**config.mk**
```make
export PLATFORM = sky130hd
export DESIGN_NAME = dispenser_rolhas_param
export DESIGN_NICKNAME = d
export VERILOG_FILES = /design/src/rtl/dispenser_rolhas_param.sv
export SDC_FILE = /design/constraint.sdc
export NUM_CORES = 1
export LEC_CHECK = 0
export CELL_PAD_IN_SITES_DETAIL_PLACEMENT = 1
export CELL_PAD_IN_SITES_GLOBAL_PLACEMENT = 2
export CORE_MARGIN = 5
export CORE_UTILIZATION = 30
export DETAILED_ROUTE_END_ITERATION = 7
export PLACE_DENSITY = 0.82
export SYNTH_ARGS = -nofsm -noshare
export SYNTH_HDL_FRONTEND = slang
export SYNTH_SLANG_ARGS = --single-unit
export TNS_END_PERCENT = 20
```
**constraint.sdc**
```tcl
create_clock -name clk -period 3.4 [get_ports clk]
set_input_delay 0.51 -clock clk [delete_from_list [all_inputs] [get_ports clk]]
set_output_delay 0.51 -clock clk [all_outputs]
set_load 0.005 [all_outputs]
```
**src/rtl/dispenser_rolhas_param.sv**
```systemverilog
// Cork dispenser controller: tracks magazine stock, times the dispense actuator,
// and counts corks during refill.
module dispenser_rolhas_param #(
  parameter int unsigned CAPACITY    = 15,
  parameter int unsigned LOW_LEVEL   = 5,
  parameter int unsigned DISP_CYCLES = 3,
  parameter int unsigned INIT_COUNT  = 0,
  parameter int unsigned CNT_W       = 4
) (
  input  logic             clk,
  input  logic             reset,
  input  logic             disp_req,
  input  logic             add_mode,
  input  logic             add_pulse,
  output logic             disp,
  output logic             add_rolha,
  output logic             disp_ack,
  output logic             err_empty,
  output logic [CNT_W-1:0] count,
  output logic             low,
  output logic             empty,
  output logic             full
);

  // state  | meaning
  // S_IDLE | waiting; refill has priority over a dispense request
  // S_DISP | actuator on, timer counting down to zero
  // S_DONE | one-cycle acknowledge after the cork left
  // S_ADD  | refill gate open, counting inserted corks
  typedef enum logic [1:0] {
    S_IDLE = 2'd0,
    S_DISP = 2'd1,
    S_DONE = 2'd2,
    S_ADD  = 2'd3
  } state_t;

  localparam int unsigned TMR_W = (DISP_CYCLES > 1) ? $clog2(DISP_CYCLES) : 1;

  localparam logic [CNT_W-1:0] CAP_C   = CNT_W'(CAPACITY);
  localparam logic [CNT_W-1:0] LOW_C   = CNT_W'(LOW_LEVEL);
  localparam logic [CNT_W-1:0] INIT_C  = CNT_W'(INIT_COUNT);
  localparam logic [CNT_W-1:0] CNT_ONE = CNT_W'(1);
  localparam logic [TMR_W-1:0] TMR_LD  = TMR_W'(DISP_CYCLES - 1);
  localparam logic [TMR_W-1:0] TMR_ONE = TMR_W'(1);

  state_t           state_q, state_d;
  logic [TMR_W-1:0] timer_q, timer_d;
  logic [CNT_W-1:0] count_q, count_d;
  logic             add_pulse_q;
  logic             disp_q, ack_q, add_q;
  logic             pulse_edge;

  assign pulse_edge = add_pulse & ~add_pulse_q;

  assign empty = (count_q == '0);
  assign full  = (count_q == CAP_C);
  assign low   = (count_q <= LOW_C);
  assign count = count_q;

  always_comb begin
    state_d = state_q;
    timer_d = timer_q;
    count_d = count_q;
    case (state_q)
      S_IDLE: begin
        if (add_mode) begin
          state_d = S_ADD;
        end else if (disp_req && !empty) begin
          state_d = S_DISP;
          timer_d = TMR_LD;
        end
      end
      S_DISP: begin
        if (timer_q == '0) begin
          state_d = S_DONE;
          if (!empty) count_d = count_q - CNT_ONE;
        end else begin
          timer_d = timer_q - TMR_ONE;
        end
      end
      S_DONE: state_d = S_IDLE;
      S_ADD: begin
        // an edge in the cycle add_mode drops is still counted
        if (pulse_edge && !full) count_d = count_q + CNT_ONE;
        if (!add_mode) state_d = S_IDLE;
      end
      default: state_d = S_IDLE;
    endcase
  end

  always_ff @(posedge clk) begin
    if (reset) begin
      state_q     <= S_IDLE;
      timer_q     <= '0;
      count_q     <= INIT_C;
      add_pulse_q <= 1'b0;
      disp_q      <= 1'b0;
      ack_q       <= 1'b0;
      add_q       <= 1'b0;
    end else begin
      state_q     <= state_d;
      timer_q     <= timer_d;
      count_q     <= count_d;
      add_pulse_q <= add_pulse;
      disp_q      <= (state_d == S_DISP);
      ack_q       <= (state_d == S_DONE);
      add_q       <= (state_d == S_ADD);
    end
  end

  assign disp      = disp_q;
  assign disp_ack  = ack_q;
  assign add_rolha = add_q & ~full;
  assign err_empty = (state_q == S_IDLE) & disp_req & ~add_mode & empty;

endmodule

```
==> metrics.txt, run 1 <==
CTS Buf Count=3; worst skew pair latency=0.26 ns; Antenna Nets Post-Route=0; # Post-CTS Setup Buffers=0; CTS tree=yes; unrepaired setup endpoints after global routing=no; Startpoint Class=flop; outcome=finished, final reports clean; power per cell area=545 mW/mm^2; CTS Buffer Depth=2; CP Capture Type=output port; post_cts resized=0; share of cells above drive strength 1=12.5%; number of global-route vias before repair=604; Starting Density=31.0%; vias=594; final net count=98; final setup violating endpoints=0; clk root buf=clkbuf_4; worst clock skew=0.00133 ns; wl on met1=731 um; Mapped Area=673 um^2; Post-Synth XOR/XNOR Area=3.90%; Slew @ Worst Pin=0.534 ns; crit path time final=2.59 ns; Mean Syn Cell Area=9.35 um^2; DRT iter0 DRCs=5; routed wl met3=74 um; adder-cell share of the synthesized area=8.55%; worst vdd ir=0.245 mV; DIE AREA=0.00329 mm^2; Final Util=40.6%; mux cell area share after synthesis=3.16%; Setup TNS Final=0 ns; leakage=0.309 nW; Syn Inst Count=72; io pins=16; num rows=17; Final Hold Vio Count=0; sw frac=32.8%; CP arrival=2.08 ns; largest family of logic cells by synthesized area=compound AO/OA/AOI/OAI gates; FF+latch count, synth=12; simple-gate portion of the synthesized area=21.9%; Worst Hold Class=reg -> reg; Port Buffers=15; syn nets=81; Tcrit/Tclk final=76.2%; HP Start=timer_q[1]; Compound-Gate Fraction of Synth Area=22.1%; grt ovf=0; Crit path required time=2.89 ns; DRT Wirelength=1560 um; core box area=0.00217 mm^2; max-slew violations=0; vias per std cell=5.12; Flop pwr share=40.1%; Comb power frac=36.7%; all-layer global routing usage=10.9%; Sink Count=12; Worst R2R Start=state_q[0]; first-pass detailed-route iteration total=4; Die X-Extent=57.4 um; Area growth, synth to finish=30.9%; Yosys warning total=0; largest net degree at the start of global routing=16; # fillers=261; antenna cells=0; htree depth=1; cell-internal power=0.322 mW; Worst-path clk slew=0.08 ns; met2 routed WL=750 um; drt wl/cell=13.4 um; initial antenna violation count=0; Max Clock Freq=386 MHz; Slew Limit Headroom=64.3%; Die H=57.4 um; RD Place Congestion=0.769; Post-DP HPWL=1210 um; CP max FO=7; crit path kind=reg -> out; highest routed layer=met3; hold_buf cts=0; NetSw=0.158 mW; number of remaining DRC errors=0; Max-Cap Viols=0; Netlist cell types=37; global-route wire length before repair=2870 um; Critical Path Source=count[1]; Seq/Total Area, Yosys=35.7%; clock network power share=23.2%
[worst max-delay path, cell delays in order, from the launching register on]
cell and delay (ns):
dfxtp_1 0.38, or4_4 0.60, nor4_1 0.28, clkdlybuf4s50_1 0.56
[Yosys cell counts, drive strengths merged]
| cell type | number | share of area, % |
|---|---|---|
| nand4b | 1 | 1.3 |
| xnor2 | 2 | 2.6 |
| o211a | 1 | 1.5 |
| or4b | 1 | 1.5 |
| dfxtp | 12 | 36 |
| or4 | 1 | 1.7 |
| o211ai | 1 | 1.1 |
| xor2 | 1 | 1.3 |
| clkbuf | 1 | 0.56 |
| nand2b | 2 | 1.9 |
| a211oi | 1 | 1.1 |
| mux2 | 1 | 1.7 |
| o31a | 1 | 2.6 |
| o22ai | 1 | 3.0 |
| nor2b | 2 | 1.9 |
| nor3 | 3 | 2.2 |
| mux2i | 1 | 1.5 |
| a2111oi | 1 | 1.3 |
| nand3 | 1 | 0.74 |
| fa | 1 | 3.0 |
| inv | 4 | 2.6 |
| or2b | 1 | 1.1 |
| o21ai | 3 | 2.2 |
| buf | 2 | 1.5 |
| a221oi | 1 | 1.3 |
| nand3b | 1 | 1.1 |
| a21oi | 7 | 5.8 |
| ha | 3 | 5.6 |
| a211o | 1 | 1.3 |
| nor2 | 8 | 4.5 |
| nor4 | 1 | 0.93 |
| a31oi | 1 | 0.93 |
| and4 | 2 | 2.6 |
| nand2 | 1 | 0.56 |
[area by class of cell]
type,instances,area [um^2],share of cell area (%)
Inverter,4,17.5,1.99
Timing Repair Buffer,15,150,17.0
Tap cell,28,35.0,3.98
Clock buffer,4,36.3,4.12
Sequential cell,12,240,27.3
Multi-Input combinational cell,53,402,45.6
[per-layer routing]
metal  up-vias  global-route usage, %
li1        296                      -
met1       285                   13.8
met2        13                   17.9
met3         0                   2.26
met4         0                   3.97
met5         -                      0
[flip-flops by register name (all words and copies together) (netlist names)]
| name | count |
|---|---|
| count | 4 |
| state_q | 2 |
| timer_q | 2 |
| add_pulse_q | 1 |
| add_q | 1 |
| disp | 1 |
| disp_ack | 1 |
[layout by cell type, fill, tap and decap left out, drive strengths merged, types with 2 or more instances in the layout]
| cell | n |
|---|---|
| a21oi | 7 |
| and4 | 2 |
| clkbuf | 4 |
| clkdlybuf4s50 | 15 |
| dfxtp | 12 |
| ha | 3 |
| inv | 4 |
| nand2b | 2 |
| nor2 | 8 |
| nor2b | 2 |
| nor3 | 3 |
| o21ai | 3 |
| xnor2 | 2 |
[worst paths after layout]
check	to	slack [ns]	depth (start not counted)
worst max-delay path	err_empty	0.81	3
worst min register to register	timer_q[1]	0.50	2
worst max register to register	count[3]	1.27	6
worst min-delay path	timer_q[1]	0.50	2
[cells by family after synthesis]
kind of cell    count (synthesis)
simple gates                   25
compound gates                 19
flops                          12
buf+inv                         7
fa+ha+maj                       4
xor+xnor                        3
mux                             2
[power groups by stage]
stage	combinational [mW]	clock, mW	sequential, mW
5_1_grt	0.196	0.122	0.199
6_report	0.176	0.111	0.193
4_1_cts	0.180	0.116	0.193
3_3_place_gp	0.174	0	0.196
3_5_place_dp	0.179	0	0.196
2_1_floorplan	0.123	0	0.180
[metrics by stage]
| stage | setup slack, ns | total power, mW | cells | hold WS [ns] | cell area, um^2 |
|---|---|---|---|---|---|
| detailed placement | 1.00 | 0.376 | 112 | 0.488 | 845 |
| finish | 0.809 | 0.480 | 116 | 0.496 | 881 |
| global placement | 1.04 | 0.370 | 112 | 0.476 | 845 |
| floorplan | 1.64 | 0.303 | 72 | 0.466 | 673 |
| CTS | 0.798 | 0.489 | 116 | 0.498 | 881 |
| global route | 0.632 | 0.517 | 116 | 0.528 | 881 |
(Power assumes the default switching activity.)
==> inputs of run 2 (changes only) <==
--- a/config.mk
+++ b/config.mk
@@ -8,9 +8,9 @@
 export CELL_PAD_IN_SITES_DETAIL_PLACEMENT = 1
 export CELL_PAD_IN_SITES_GLOBAL_PLACEMENT = 2
 export CORE_MARGIN = 5
-export CORE_UTILIZATION = 30
+export CORE_UTILIZATION = 28
 export DETAILED_ROUTE_END_ITERATION = 7
-export PLACE_DENSITY = 0.82
+export PLACE_DENSITY = 0.77
 export SYNTH_ARGS = -nofsm -noshare
 export SYNTH_HDL_FRONTEND = slang
 export SYNTH_SLANG_ARGS = --single-unit
==> constraint.sdc (replaced) <==
create_clock -name clk -period 2.45 [get_ports clk]
set_input_delay 0.3675 -clock clk [delete_from_list [all_inputs] [get_ports clk]]
set_output_delay 0.3675 -clock clk [all_outputs]
set_load 0.005 [all_outputs]
==> run 2 against run 1 <==
  * Clock skew increased by 0.0016 ns
  * Clock-buffer cell count decreased by 1
  * Worst hold slack improved by 0.0059 ns
  * Utilization decreased by 1.1 points
  * Cell count increased by 1.7%
  * Die area increased by 5.9%
  * Critical path type unchanged
  * Critical endpoint unchanged
==> metrics.txt, run 2 (synthesis gave the netlist of run 1 again) <==
outcome=finished, final reports clean; core box area=0.00225 mm^2 (+3.9%); most frequent cells in the layout=15 x clkdlybuf4s50_1, 11 x dfxtp_1, 8 x nor2_1, 6 x a21oi_1; grt ovf=0 (unchanged); number of remaining DRC errors=0 (unchanged); Finished Layout Cells=118 (+1.7%); vias per std cell=5.18 (+1.1%); largest net degree at the start of global routing=15 (-1); crit path time final=2.37 ns; Worst Hold Class=reg -> reg; post-route cell area=891 um^2 (+1.1%); io pins=16 (unchanged); max-slew violations=0 (unchanged); GR Util met2=17.2% (-0.71 points); Sink Count=12 (unchanged); Die X-Extent=59.0 um (+2.9%); max FFs per register=4 (unchanged); CP Capture Type=output port; CTS Buf Count=3 (unchanged); Final Hold Vio Count=0 (unchanged); hold_buf cts=0 (unchanged); DIE AREA=0.00348 mm^2 (+5.9%); # fillers=275 (+5.4%); vias=611 (+2.9%); power per cell area=729 mW/mm^2 (+34%); antenna cells=0 (unchanged); GR peak layer=met2; worst skew pair latency=0.27 ns (about the same); Multi-input gate area=402 um^2 (unchanged); first-pass detailed-route iteration total=4 (unchanged); met3 Use GR=1.53% (-0.74 points); leakage=0.317 nW (+2.7%); final net count=101 (+3.1%); CTS Buffer Depth=2 (unchanged); crit path kind=reg -> out; clk root buf=clkbuf_4; Slew @ Worst Pin=0.365 ns (-0.169 ns); Port Buffers=15 (unchanged); Worst Hold Margin=0.502 ns (+0.00586 ns); Placed Cells=115 (+2.7%); Area growth, synth to finish=32.3%; Max Clock Freq=422 MHz; CP arrival=2.00 ns (-0.08 ns); Starting Density=29.9% (-1.2 points); drt wl/cell=14.5 um (+8.2%); CP max FO=6 (-1); num rows=17 (unchanged); Max-Cap Viols=0 (unchanged); Post-DP HPWL=1290 um (+7.0%); CTS tree=yes; Antenna Nets Post-Route=0 (unchanged); share of cells above drive strength 1=15.6% (+3.1 points); all-layer global routing usage=11.0% (+0.13 points); most common cell after layout, fill and taps aside=clkdlybuf4s50_1; RD Place Congestion=0.711 (-7.5%); final setup violating endpoints=0 (unchanged); Slew Limit Headroom=75.1% (+11 points); DRT iter0 DRCs=9 (+4); number of global-route vias before repair=638 (+5.6%); worst vdd ir=0.272 mV (+11%); Setup TNS Final=0 ns (unchanged); initial antenna violation count=0 (unchanged); htree depth=1 (unchanged); FF/Latch Area=241 um^2 (+0.52%); worst clock skew=0.00294 ns (+0.00161 ns); Worst-path clk slew=0.08 ns (about the same); global-route wire length before repair=2880 um (+0.49%); GR Util met1=14.1% (+0.30 points); Die H=59.0 um (+2.9%); area after detailed placement=867 um^2 (+2.7%); unrepaired setup endpoints after global routing=no; DRT Wirelength=1710 um (+10%); Startpoint Class=flop; Crit path required time=2.08 ns (-0.81 ns); Tcrit/Tclk final=96.6%
run 2: worst paths after layout:
kind	startpoint	end	slack, ns	cells after the start
hold reg to reg	timer_q[0]	timer_q[0]	0.50	2
hold / removal	timer_q[0]	timer_q[0]	0.50	2
setup / recovery	count[2]	err_empty	0.08	3
setup reg to reg	state_q[1]	count[3]	0.70	6
run 2: cell type report:
class,count,area share [%]
clock buffer,3,2.53
inverter,4,1.97
multi-input combinational,53,45.1
sequential,12,27.1
tap,28,3.93
timing repair buffer,18,19.4
run 2: critical path, cell delays in order (launching register included):
cell	delay, ns
dfxtp_1	0.37
or4_4	0.57
nor4_1	0.24
clkdlybuf4s50_1	0.55
run 2: layer usage:
metal  routed length, um  vias up
met3                  45        2
li1                    -      300
met4                  25        0
met1                 852      300
met5                   0        -
met2                 790        9
run 2: per-stage QoR:
stage	util (%)	total power, mW	worst slack [ns]
final	39.5	0.649	0.0826
after global routing	39.5	0.697	0.0233
after CTS	39.5	0.658	0.0128
after detailed placement	38.5	0.534	0.321
after global placement	38.5	0.529	0.301
after floorplan	-	0.420	0.687
run 2: report_power, final:
group	internal (mW)	total (mW)	leakage [nW]	switching (mW)
sequential	0.222	0.247	0.0985	0.0253
combinational	0.146	0.281	0.205	0.135
clock	0.0567	0.122	0.0138	0.0649
run 2: what timing repair did:
item	CTS	global route
resized for setup	0	1
setup buffers	0	0
endpoints found under the setup margin	0	1
==> inputs of run 3 (changes only) <==
--- a/config.mk
+++ b/config.mk
@@ -8,9 +8,10 @@
 export CELL_PAD_IN_SITES_DETAIL_PLACEMENT = 1
 export CELL_PAD_IN_SITES_GLOBAL_PLACEMENT = 2
 export CORE_MARGIN = 5
-export CORE_UTILIZATION = 28
+export CORE_UTILIZATION = 35
 export DETAILED_ROUTE_END_ITERATION = 7
-export PLACE_DENSITY = 0.77
+export DONT_BUFFER_PORTS = 1
+export PLACE_DENSITY = 0.75
 export SYNTH_ARGS = -nofsm -noshare
 export SYNTH_HDL_FRONTEND = slang
 export SYNTH_SLANG_ARGS = --single-unit
==> run 3 against run 2 <==
  * First-iteration DRC count is 67% lower
  * Die area decreased by 17%
  * Sequential power is essentially flat
  * Critical path depth shrank 1
  * Fmax is 19% higher
  * Worst setup slack improved by 0.38 ns
  * Clock skew is 0.0015 ns higher
  * Utilization increased by 2.1 points
  * Routed wire length decreased by 9.7%
  * Highest routed layer unchanged
  * Global-route usage up 1.8 points
  * Cell area shrank 17%
  * Power fell by 4.6%
==> metrics.txt, run 3 (synthesis gave the netlist of run 1 again) <==
outcome=finished, final reports clean; Max Clock Freq=502 MHz (+19%); Max-Cap Viols=0 (unchanged); initial antenna violation count=0 (unchanged); Die X-Extent=53.9 um (-8.8%); crit-path max cell delay=0.60 ns (+0.03 ns); Area growth, synth to finish=10.2%; crit path kind=reg -> out; Worst-path clk slew=0.08 ns (about the same); worst skew pair latency=0.28 ns (about the same); Starting Density=37.8% (+7.9 points); unrepaired setup endpoints after global routing=no; # fillers=213 (-23%); worst vdd ir=0.525 mV (+93%); largest net degree at the start of global routing=15 (unchanged); DRT Wirelength=1550 um (-9.7%); max FFs per register=4 (unchanged); CP Capture Type=output port; CP max-delay cell=or4_4; Final Hold Vio Count=0 (unchanged); post-route cell area=742 um^2 (-17%); vias per std cell=5.48 (+5.8%); Startpoint Class=flop; Tcrit/Tclk final=81.2% (-15 points); Worst Hold Margin=0.137 ns (-0.364 ns); all-layer global routing usage=12.8% (+1.8 points); CP max FO=7 (+1); post_cts resized=0 (unchanged); GR peak layer=met2; Final Util=41.6% (+2.1 points); Die H=53.9 um (-8.8%); antenna cells=0 (unchanged); Slew @ Worst Pin=0.328 ns (-0.0369 ns); number of global-route vias before repair=565 (-11%); CTS tree=yes; htree depth=1 (unchanged); core box area=0.00178 mm^2 (-21%); DIE AREA=0.00290 mm^2 (-17%); leakage=0.264 nW (-17%); hold_buf cts=0 (unchanged); area after detailed placement=706 um^2 (-19%); Crit path required time=2.08 ns (about the same); io pins=16 (unchanged); CP arrival=1.62 ns (-0.38 ns); first-pass detailed-route iteration total=3 (-1); CTS Buffer Depth=2 (unchanged); Worst Hold Class=in -> reg; grt ovf=0 (unchanged); num rows=15 (-2); Slew Limit Headroom=77.6% (+2.5 points); Post-DP HPWL=1140 um (-12%); number of remaining DRC errors=0 (unchanged); Setup TNS Final=0 ns (unchanged); final net count=85 (-16%); global-route wire length before repair=2590 um (-10%); worst path cell trace=or4_4, nor4_1; share of cells above drive strength 1=17.3% (+1.8 points); max-slew violations=0 (unchanged); Port Buffers=0 (-15); # Post-CTS Setup Buffers=0 (unchanged); RD Place Congestion=0.692 (-2.8%); worst clock skew=0.00447 ns (+0.00153 ns); vias=548 (-10%); most common cell after layout, fill and taps aside=dfxtp_1; GR Util met2=21.0% (+3.8 points); most frequent cells in the layout=12 x dfxtp_1, 8 x nor2_1, 6 x a21oi_1; DRT iter0 DRCs=3 (-6); drt wl/cell=15.5 um (+6.6%); met3 Use GR=6.37% (+4.8 points); Antenna Nets Post-Route=0 (unchanged); clk root buf=clkbuf_4; GR Util met1=13.9% (-0.26 points); CTS Buf Count=3 (unchanged); power per cell area=835 mW/mm^2 (+15%); crit path time final=1.99 ns (-0.377 ns); Sink Count=12 (unchanged); final setup violating endpoints=0 (unchanged)
-- run 3: path summary, 6_finish.rpt --
| path | start | to | slack [ns] | cells after the start |
|---|---|---|---|---|
| max | count[1] | err_empty | 0.46 | 2 |
| min | reset | timer_q[1] | 0.14 | 1 |
| max reg2reg | state_q[0] | count[3] | 0.71 | 6 |
| min reg2reg | timer_q[0] | timer_q[0] | 0.49 | 2 |
-- run 3: where the power goes --
| part | leakage, nW | switching (mW) | internal, mW |
|---|---|---|---|
| combinational | 0.145 | 0.116 | 0.0912 |
| sequential | 0.0980 | 0.0280 | 0.221 |
| clock | 0.0210 | 0.0722 | 0.0905 |
| total | 0.264 | 0.217 | 0.403 |
-- run 3: per-stage QoR --
step | power [mW] | std cells | setup slack, ns
2_1_floorplan | 0.420 | 72 | 0.687
3_3_place_gp | 0.458 | 96 | 0.762
3_5_place_dp | 0.464 | 96 | 0.710
4_1_cts | 0.630 | 100 | 0.437
5_1_grt | 0.670 | 100 | 0.384
6_report | 0.620 | 100 | 0.460
-- run 3: per-layer routing --
metal,wire length (um),up-vias
met2,719,14
li1,-,272
met4,26,0
met3,117,4
met1,684,258
met5,0,-
-- run 3: critical path, delay by kind of cell, from the launching register on --
kind,cells,cell delay [ns]
DFF,1,0.40
and+or+nand+nor,2,0.94
-- run 3: cell type report --
cell class | instances | area [um^2] | area share [%]
Sequential cell | 12 | 240 | 32.4
Inverter | 4 | 17.5 | 2.36
Multi-Input combinational cell | 53 | 402 | 54.1
Tap cell | 25 | 31.3 | 4.22
Clock buffer | 4 | 36.3 | 4.89
Timing Repair Buffer | 2 | 15.0 | 2.02
